<file path="config.mk">
export PLATFORM = sky130hd
export DESIGN_NAME = score_seg_encoder
export DESIGN_NICKNAME = d
export VERILOG_FILES = /design/src/rtl/score_seg_encoder.sv
export SDC_FILE = /design/constraint.sdc
export NUM_CORES = 1
export LEC_CHECK = 0
export BUFFER_PORTS_ARGS = -buffer_cell sky130_fd_sc_hd__buf_4
export CAP_MARGIN = 40
export CORE_UTILIZATION = 50
export CTS_BUF_LIST = sky130_fd_sc_hd__clkbuf_4 sky130_fd_sc_hd__clkbuf_8 sky130_fd_sc_hd__clkbuf_16
export CTS_CLUSTER_SIZE = 8
export DETAILED_ROUTE_END_ITERATION = 7
export PLACE_DENSITY = 0.71
export SYNTH_ARGS = -nofsm -noshare
export SYNTH_HDL_FRONTEND = slang
export SYNTH_SLANG_ARGS = --single-unit
export TNS_END_PERCENT = 10
</file>
<file path="constraint.sdc">
create_clock -name clk -period 1.7 [get_ports clk]
set_clock_uncertainty 0.15 [all_clocks]
set_input_delay 0.425 -clock clk [delete_from_list [all_inputs] [get_ports clk]]
set_output_delay 0.425 -clock clk [all_outputs]
set_load 0.03 [all_outputs]
</file>
<file path="src/rtl/score_seg_encoder.sv">
// Binary score to four BCD digits (serial double-dabble), then registered
// active-low seven-segment code for the digit picked by the display driver.
module score_seg_encoder #(
  parameter int SCORE_W       = 14,
  parameter bit BLANK_LEADING = 1'b1
) (
  input  logic               clk,
  input  logic               rst,
  input  logic [SCORE_W-1:0] score,
  input  logic               load,
  output logic               busy,
  output logic               done,
  output logic [15:0]        bcd,
  input  logic [1:0]         di,
  output logic [6:0]         seg,
  output logic               dp
);

  typedef enum logic [1:0] {IDLE, SHIFT, PUBLISH} state_t;

  localparam int                 CNT_W   = (SCORE_W > 2) ? $clog2(SCORE_W) : 1;
  localparam logic [CNT_W-1:0]   CNT_END = CNT_W'(SCORE_W - 1);
  localparam logic [SCORE_W-1:0] SAT_VAL = SCORE_W'(9999);

  state_t             state_reg;
  logic [CNT_W-1:0]   cnt_reg;
  logic [SCORE_W-1:0] bin_reg;
  logic [15:0]        work_reg;
  logic [15:0]        bcd_reg;
  logic               busy_reg;
  logic               done_reg;
  logic [6:0]         seg_reg;

  logic [15:0]        adj_next;
  logic [SCORE_W-1:0] cap_next;
  logic [3:0]         blank_next;
  logic [3:0]         nib_next;
  logic [6:0]         seg_next;

  // Add-3 correction of every working nibble before the shift.
  genvar gi;
  generate
    for (gi = 0; gi < 4; gi++) begin : g_adj
      assign adj_next[4*gi +: 4] = (work_reg[4*gi +: 4] >= 4'd5) ?
                                   (work_reg[4*gi +: 4] + 4'd3) :
                                   work_reg[4*gi +: 4];
    end
  endgenerate

  // Scores above the four-digit range are clamped so the display reads 9999.
  assign cap_next = (32'(score) > 32'd9999) ? SAT_VAL : score;

  always_ff @(posedge clk or negedge rst) begin
    if (!rst) begin
      state_reg <= IDLE;
      cnt_reg   <= '0;
      bin_reg   <= '0;
      work_reg  <= '0;
      bcd_reg   <= '0;
      busy_reg  <= 1'b0;
      done_reg  <= 1'b0;
    end else begin
      done_reg <= 1'b0;
      case (state_reg)
        IDLE: begin
          if (load) begin
            bin_reg   <= cap_next;
            work_reg  <= '0;
            cnt_reg   <= '0;
            busy_reg  <= 1'b1;
            state_reg <= SHIFT;
          end
        end
        SHIFT: begin
          work_reg <= {adj_next[14:0], bin_reg[SCORE_W-1]};
          bin_reg  <= {bin_reg[SCORE_W-2:0], 1'b0};
          if (cnt_reg == CNT_END) begin
            state_reg <= PUBLISH;
          end else begin
            cnt_reg <= cnt_reg + 1'b1;
          end
        end
        PUBLISH: begin
          // Single-step publish keeps partial results off the display.
          bcd_reg   <= work_reg;
          done_reg  <= 1'b1;
          busy_reg  <= 1'b0;
          state_reg <= IDLE;
        end
        default: state_reg <= IDLE;
      endcase
    end
  end

  // Digit d is blank when it and every more significant digit are zero.
  generate
    for (gi = 0; gi < 4; gi++) begin : g_blank
      if (gi == 0 || !BLANK_LEADING) begin : g_never
        assign blank_next[gi] = 1'b0;
      end else begin : g_lead
        assign blank_next[gi] = ~|bcd_reg[15:4*gi];
      end
    end
  endgenerate

  always_comb begin
    nib_next = bcd_reg[{di, 2'b00} +: 4];
    seg_next = 7'h7F;
    if (!blank_next[di]) begin
      case (nib_next)
        4'd0:    seg_next = 7'h40;
        4'd1:    seg_next = 7'h79;
        4'd2:    seg_next = 7'h24;
        4'd3:    seg_next = 7'h30;
        4'd4:    seg_next = 7'h19;
        4'd5:    seg_next = 7'h12;
        4'd6:    seg_next = 7'h02;
        4'd7:    seg_next = 7'h78;
        4'd8:    seg_next = 7'h00;
        4'd9:    seg_next = 7'h10;
        default: seg_next = 7'h7F;
      endcase
    end
  end

  always_ff @(posedge clk or negedge rst) begin
    if (!rst) begin
      seg_reg <= 7'h7F;
    end else begin
      seg_reg <= seg_next;
    end
  end

  assign busy = busy_reg;
  assign done = done_reg;
  assign bcd  = bcd_reg;
  assign seg  = seg_reg;
  assign dp   = 1'b1;

endmodule

</file>
After elaboration in Yosys (flattened, before gate mapping)
Memories as Yosys holds them, arrays and structs flattened. Index checks and enable logic that the tools add are counted.

Register bits: 61. Memory bits (read-only): 112. Output and inout port bits: 26. Logic and storage cells: 61. Memories kept: 1.

Add/sub/neg operators: 5. $lt $le $gt $ge: 6. Eq/ne operators: 6. Shift-type cells: 1. Mux-type cells: 21. Reductions and logical operators: 13.

Memories: (no name shown) (depth 16, width 7, read ports 1, clocked after memory_dff 0, write ports 0, line 110) `case (nib_next)`.

Operator list (count): 16-bit case mux with 2 select lines (1); 14-bit 2-to-1 mux (2); 14-bit case mux with 2 select lines (1); 4-bit 2-to-1 mux (5); 4-bit by 3-bit >= comparator with 1-bit output (second input constant) (4); 16-bit 2-to-1 mux (1); 16-bit by 5-bit indexed part select with 4-bit output (1); 14-bit > comparator (second input constant) (1); 4-bit by 2-bit adder with 4-bit output (second input constant) (3); 12-bit OR reduction (1); 4-bit case mux with 2 select lines (1); 8-bit OR reduction (1); 7-bit 2-to-1 mux (1); 2-bit inequality test (second input constant) (3); 2-bit AND reduction (3); 4-bit by 1-bit adder with 4-bit output (second input constant) (1); 4-bit equality test (second input constant) (1); 2-bit 2-to-1 mux (2); 2-bit case mux with 2 select lines (1); 2-bit nonzero test (2); 4-bit OR reduction (1); 3-bit by 2-bit adder with 3-bit output (second input constant) (1); 1-bit logical NOT (3); 2-bit by 3-bit < comparator with 1-bit output (second input constant) (1); 8 further kinds (10).

Longest topological paths before layout
Depth in word-level cells: 5. Depth in mapped cells: 7. Gate-level depth less buffers: 6.

Worst setup path before layout
Ideal clock, no wire load.

Kind: input port to flip-flop. From: input di[1]. To: register seg_reg[4], in the netlist seg[4]. Library setup time: 88 ps. Arrival time: 1787 ps. Data required time: 1462 ps. Slack: -325 ps. Stages: 7. Buffers on the path: 1. Path through: buf_6 > mux4_1 > inv_1 > ha_1 > nor2b_4 > a211oi_2 > o32ai_1.

Cells in the longest elaborated chain, start to end: 3. Elaborated cells on any way between the ends: 5.

RTL lines: from (decl) (line 14) `input logic [1:0] di,`; 16-bit by 5-bit indexed part select with 4-bit output / 1-bit binary-select mux with 2-bit select (equally long branches) (line 107, 109); memory read 16 x 7 bit / 1-bit 2-to-1 mux (equally long branches); 7-bit 2-to-1 mux (*) (line 109) `if (!blank_next[di]) begin`; net seg_next[4] (line 38) `logic [6:0] seg_next;`; to (signal assigned) (line 130) `seg_reg <= seg_next;`; to (decl) (line 32) `logic [6:0] seg_reg;`.

Mark *: on every way through the listed nets, which the timed path passes. The rest lies on a longest branch. The select of a mux whose other input is x is not followed. A chain may end at the register's enable or synchronous reset.

Final worst setup path
From: register bcd_reg[13], in the netlist bcd[13]. To: register seg_reg[4], in the netlist seg[4].

Cells in the longest elaborated chain, start to end: 5. Elaborated cells on any way between the ends: 11.

RTL lines: from (decl) (line 29) `logic [15:0] bcd_reg;`; from (signal assigned) (line 85) `bcd_reg <= work_reg;`; branches (longest 4 deep; another with memory read 16 x 7 bit); 7-bit 2-to-1 mux (*) (line 109); net seg_next[4] (line 38).

Mark *: on every way through the listed nets, which the timed path passes. The select of a mux whose other input is x is not followed.

==> metrics.md <==
| Metric | Value |
|---|---|
| Clock Sinks | 61 |
| Unique cell type count in the Yosys netlist | 45 |
| Top cells by area, synth | dfrtp_1 45%, ha_1 6.3%, dfstp_2 6.2% |
| Crit path max fanout | 3 |
| # DRC | 0 |
| Vias per std cell | 5.673 |
| Final total power | 7.944 mW |
| Required @ worst endpoint | 1.81 ns |
| Max-cap violations | 0 |
| Row Count | 27 |
| CP Cell Sequence | mux4_2, buf_4, ha_4, nor2b_4, a211oi_2, o32ai_2 |
| Setup TNS | -0.2945 ns |
| Cell Area, Synth | 2974 sq um |
| Hold Fails Final Rpt | 0 |
| P_leak | 1.911 nW |
| Starting Density | 53.03% |
| Endpoint class of the critical path | flop |
| Routed Antenna Nets | 0 |
| Multi-input gate area | between 1000 and 1500 sq um |
| Critical path class | reg -> reg |
| Maximum clock frequency | around 570 MHz |
| Chip height | 79.13 microns |
| Avg Cell Area, Syn | 11.22 sq um |
| Seq cells post-synth | 61 |
| Post-synth top area cell | dfrtp_1 |
| FF+latch area | between 1500 and 2000 sq um |
| Failing checks | negative setup slack |
| Finished Core Util | 70.55% |
| I/O pin cnt | 45 |
| Layout Nets | 385 |
| Final Cycle Share | 103.4% |
| Die area | 6261 sq um |
| RSZ-0062 raised after global routing | true |
| Max incr delay on CP | 0.54 ns |
| Clock root cell | clkbuf_8 |
| Total GRT Usage | 24.08% |
| Critical Path Source Type | flop |
| DR iter-0 viols | between 100 and 150 |
| Die X | between 70 and 80 microns |
| Mapped Nets | between 200 and 300 |
| Largest net degree at the start of global routing | 29 |
| Fraction of layout cells with a size suffix above 1 | around 43% |
| GPL Wtd Cong | 0.8258 |
| Vias in the first global route | between 2000 and 2500 |
| Final max-slew violation count | 0 |
| Synth top area share | ~45% |
| Initial antenna violation count | 0 |
| Minimum clock period | between 1.5 and 2 ns |
| Num CTS Buffers | 9 |
| H-tree levels | 3 |
| Grt ovf | 0 |
| Critical-path top delay cell | mux4_2 |
| Async S/R FF share, synth | 100.0% |
| Status | complete, but fails checks |
| Clk buf depth | 2 |
| Worst-Skew Late Latency | 0.34 ns |
| Count of mapped cells out of synthesis | roughly 270 |
| WHS | 0.1672 ns |
| Sequential element share of the synthesized area | between 50% and 60% |
| Detail Placement HPWL | 4.839 mm |
| Yosys warns | 0 |
| Critical Path AT | 1.86 ns |
| First-pass GRT wire length | 11.16 mm |
| Drt total wl | 6.703 mm |
| Post-synth EDFFs | 0 |
| Area grow syn2layout | 33.02% |
| CTS tree | yes |
| Initial DRT Pass Iterations | 4 |
| Worst VDD drop | 1.046 mV |
| Area of the core | 5608 sq um |
| Fill cell count | 442 |
| Diodes inserted | 0 |
| IO buf count | 43 |
| Routed WL per cell | 15.66 microns |
| Clock-pin slew on the worst setup and hold paths | 0.07 ns |
| Cell Pwr Density | about 2000 nW/um^2 |
| Vias | 2428 |
| Pre-CTS setup slack | -0.2770 ns |
| Worst hold path class | in -> reg |
| Endpoints failing setup | 8 |
| Top_reg_cell synth | dfrtp_1 |
| Final setup margin | -0.05745 ns |
[layout make-up]
cell class                 count  share of cell area [%]
clock buffer                  15                   4.586
inverter                      18                   1.771
tap                           72                   2.277
multi-input combinational    172                   34.57
sequential                    61                   38.80
timing repair buffer          89                   17.87
clock inverter                 1                  0.1265
[where the power goes]
group | leakage, nW | switching [mW] | internal, mW
Sequential | 0.766 | 0.454 | 2.15
Combinational | 1.04 | 2.13 | 2.01
Clock | 0.101 | 0.528 | 0.673
Total | 1.91 | 3.11 | 4.83
[repair_timing]
item / in CTS / in global routing
gates resized for setup: 6 / 15
hold endpoints to repair: 15 / 0
setup buffers: 4 / 1
hold buffers: 1 / 0
pin swaps: 5 / 7
endpoints found under the setup margin: 6 / 18
[worst max-delay path, delay by kind of cell, from the launching register on]
family	cells	cell delay, ns
mux	1	0.54
flops	1	0.41
buf+inv	1	0.17
fa+ha+maj	1	0.16
compound gates	2	0.13
simple gates	1	0.11
[cell usage after synthesis (2+ instances only)]
master     n
buf_2      4
a31oi_1    7
o22ai_1   12
nor4_1     2
nand2b_1   6
mux4_2     3
xor2_1     4
a222oi_1   2
ha_1      15
o32ai_1    4
xnor2_1    4
mux2_2    10
nor2_1    11
nand3_1    4
nand2_1   18
dfstp_2    7
o21ai_1    3
o21ai_0   20
a22o_1     6
a31o_2     4
dfrtp_1   54
nor3_1     3
a32o_1     4
buf_1      3
clkbuf_1   5
o31ai_1    5
mux2i_1    5
inv_1     18
a21oi_1    6
[metal layers]
metal | up-vias | wire length (microns) | GRT usage [%] | part of all wire, %
met1 | 1195 | 2767 | 28.45 | 41
met3 | 16 | 349 | 4.138 | 5.2
li1 | 1144 | - | - | -
met4 | 0 | 193 | 14.55 | 2.9
met2 | 73 | 3392 | 40.86 | 51
met5 | - | 0 | 0 | 0
[path summary, 6_finish.rpt]
| check | cells after the start | slack (ns) | end | start |
|---|---|---|---|---|
| worst max-delay path | 6 | -0.06 | seg[4]$_DFF_PN1_ | bcd[13]$_DFFE_PN0P_ |
| worst min-delay path | 3 | 0.17 | bin_reg[12]$_DFFE_PN0P_ | score[12] |
| worst max register to register | 6 | -0.06 | seg[4]$_DFF_PN1_ | bcd[13]$_DFFE_PN0P_ |
| worst min register to register | 1 | 0.33 | busy$_DFFE_PN0P_ | busy$_DFFE_PN0P_ |
| max in group asynchronous | 3 | 0.54 | work_reg[9]$_DFFE_PN0P_ | rst |
| min in group asynchronous | 2 | 0.37 | bcd[0]$_DFFE_PN0P_ | rst |
[cells in the final DEF (no fill, tap or decap), drive strengths merged, types with 4 or more instances in the layout]
| cell type | count |
|---|---|
| buf | 88 |
| dfrtp | 54 |
| o21ai | 24 |
| nand2 | 18 |
| inv | 18 |
| clkbuf | 15 |
| ha | 15 |
| o22ai | 12 |
| nor2 | 11 |
| mux2 | 10 |
| a31oi | 7 |
| dfstp | 7 |
| nand2b | 6 |
| a22o | 6 |
| a21oi | 6 |
| mux2i | 5 |
| o31ai | 5 |
| mux4 | 4 |
| nand3 | 4 |
| xor2 | 4 |
| a31o | 4 |
| a32o | 4 |
| xnor2 | 4 |
| o32ai | 4 |
[logic make-up after synthesis]
| kind of cell | share of synthesized area, % |
|---|---|
| AO/OA/AOI/OAI | 18.72 |
| XOR/XNOR | 2.356 |
| adder cells (fa/ha/maj) | 6.310 |
| buffers and inverters | 4.586 |
| flip-flops | 51.62 |
| multiplexers | 8.624 |
| other | 0.1261 |
| AND/OR/NAND/NOR | 7.657 |
[stage by stage]
stage               std cells  cell area (sq um)
floorplan                 265               3004
global placement          406               3670
detailed placement        406               3670
CTS                       427               3915
global route              428               3956
finish                    428               3956
Note: power is estimated with default switching activity, not from simulation.
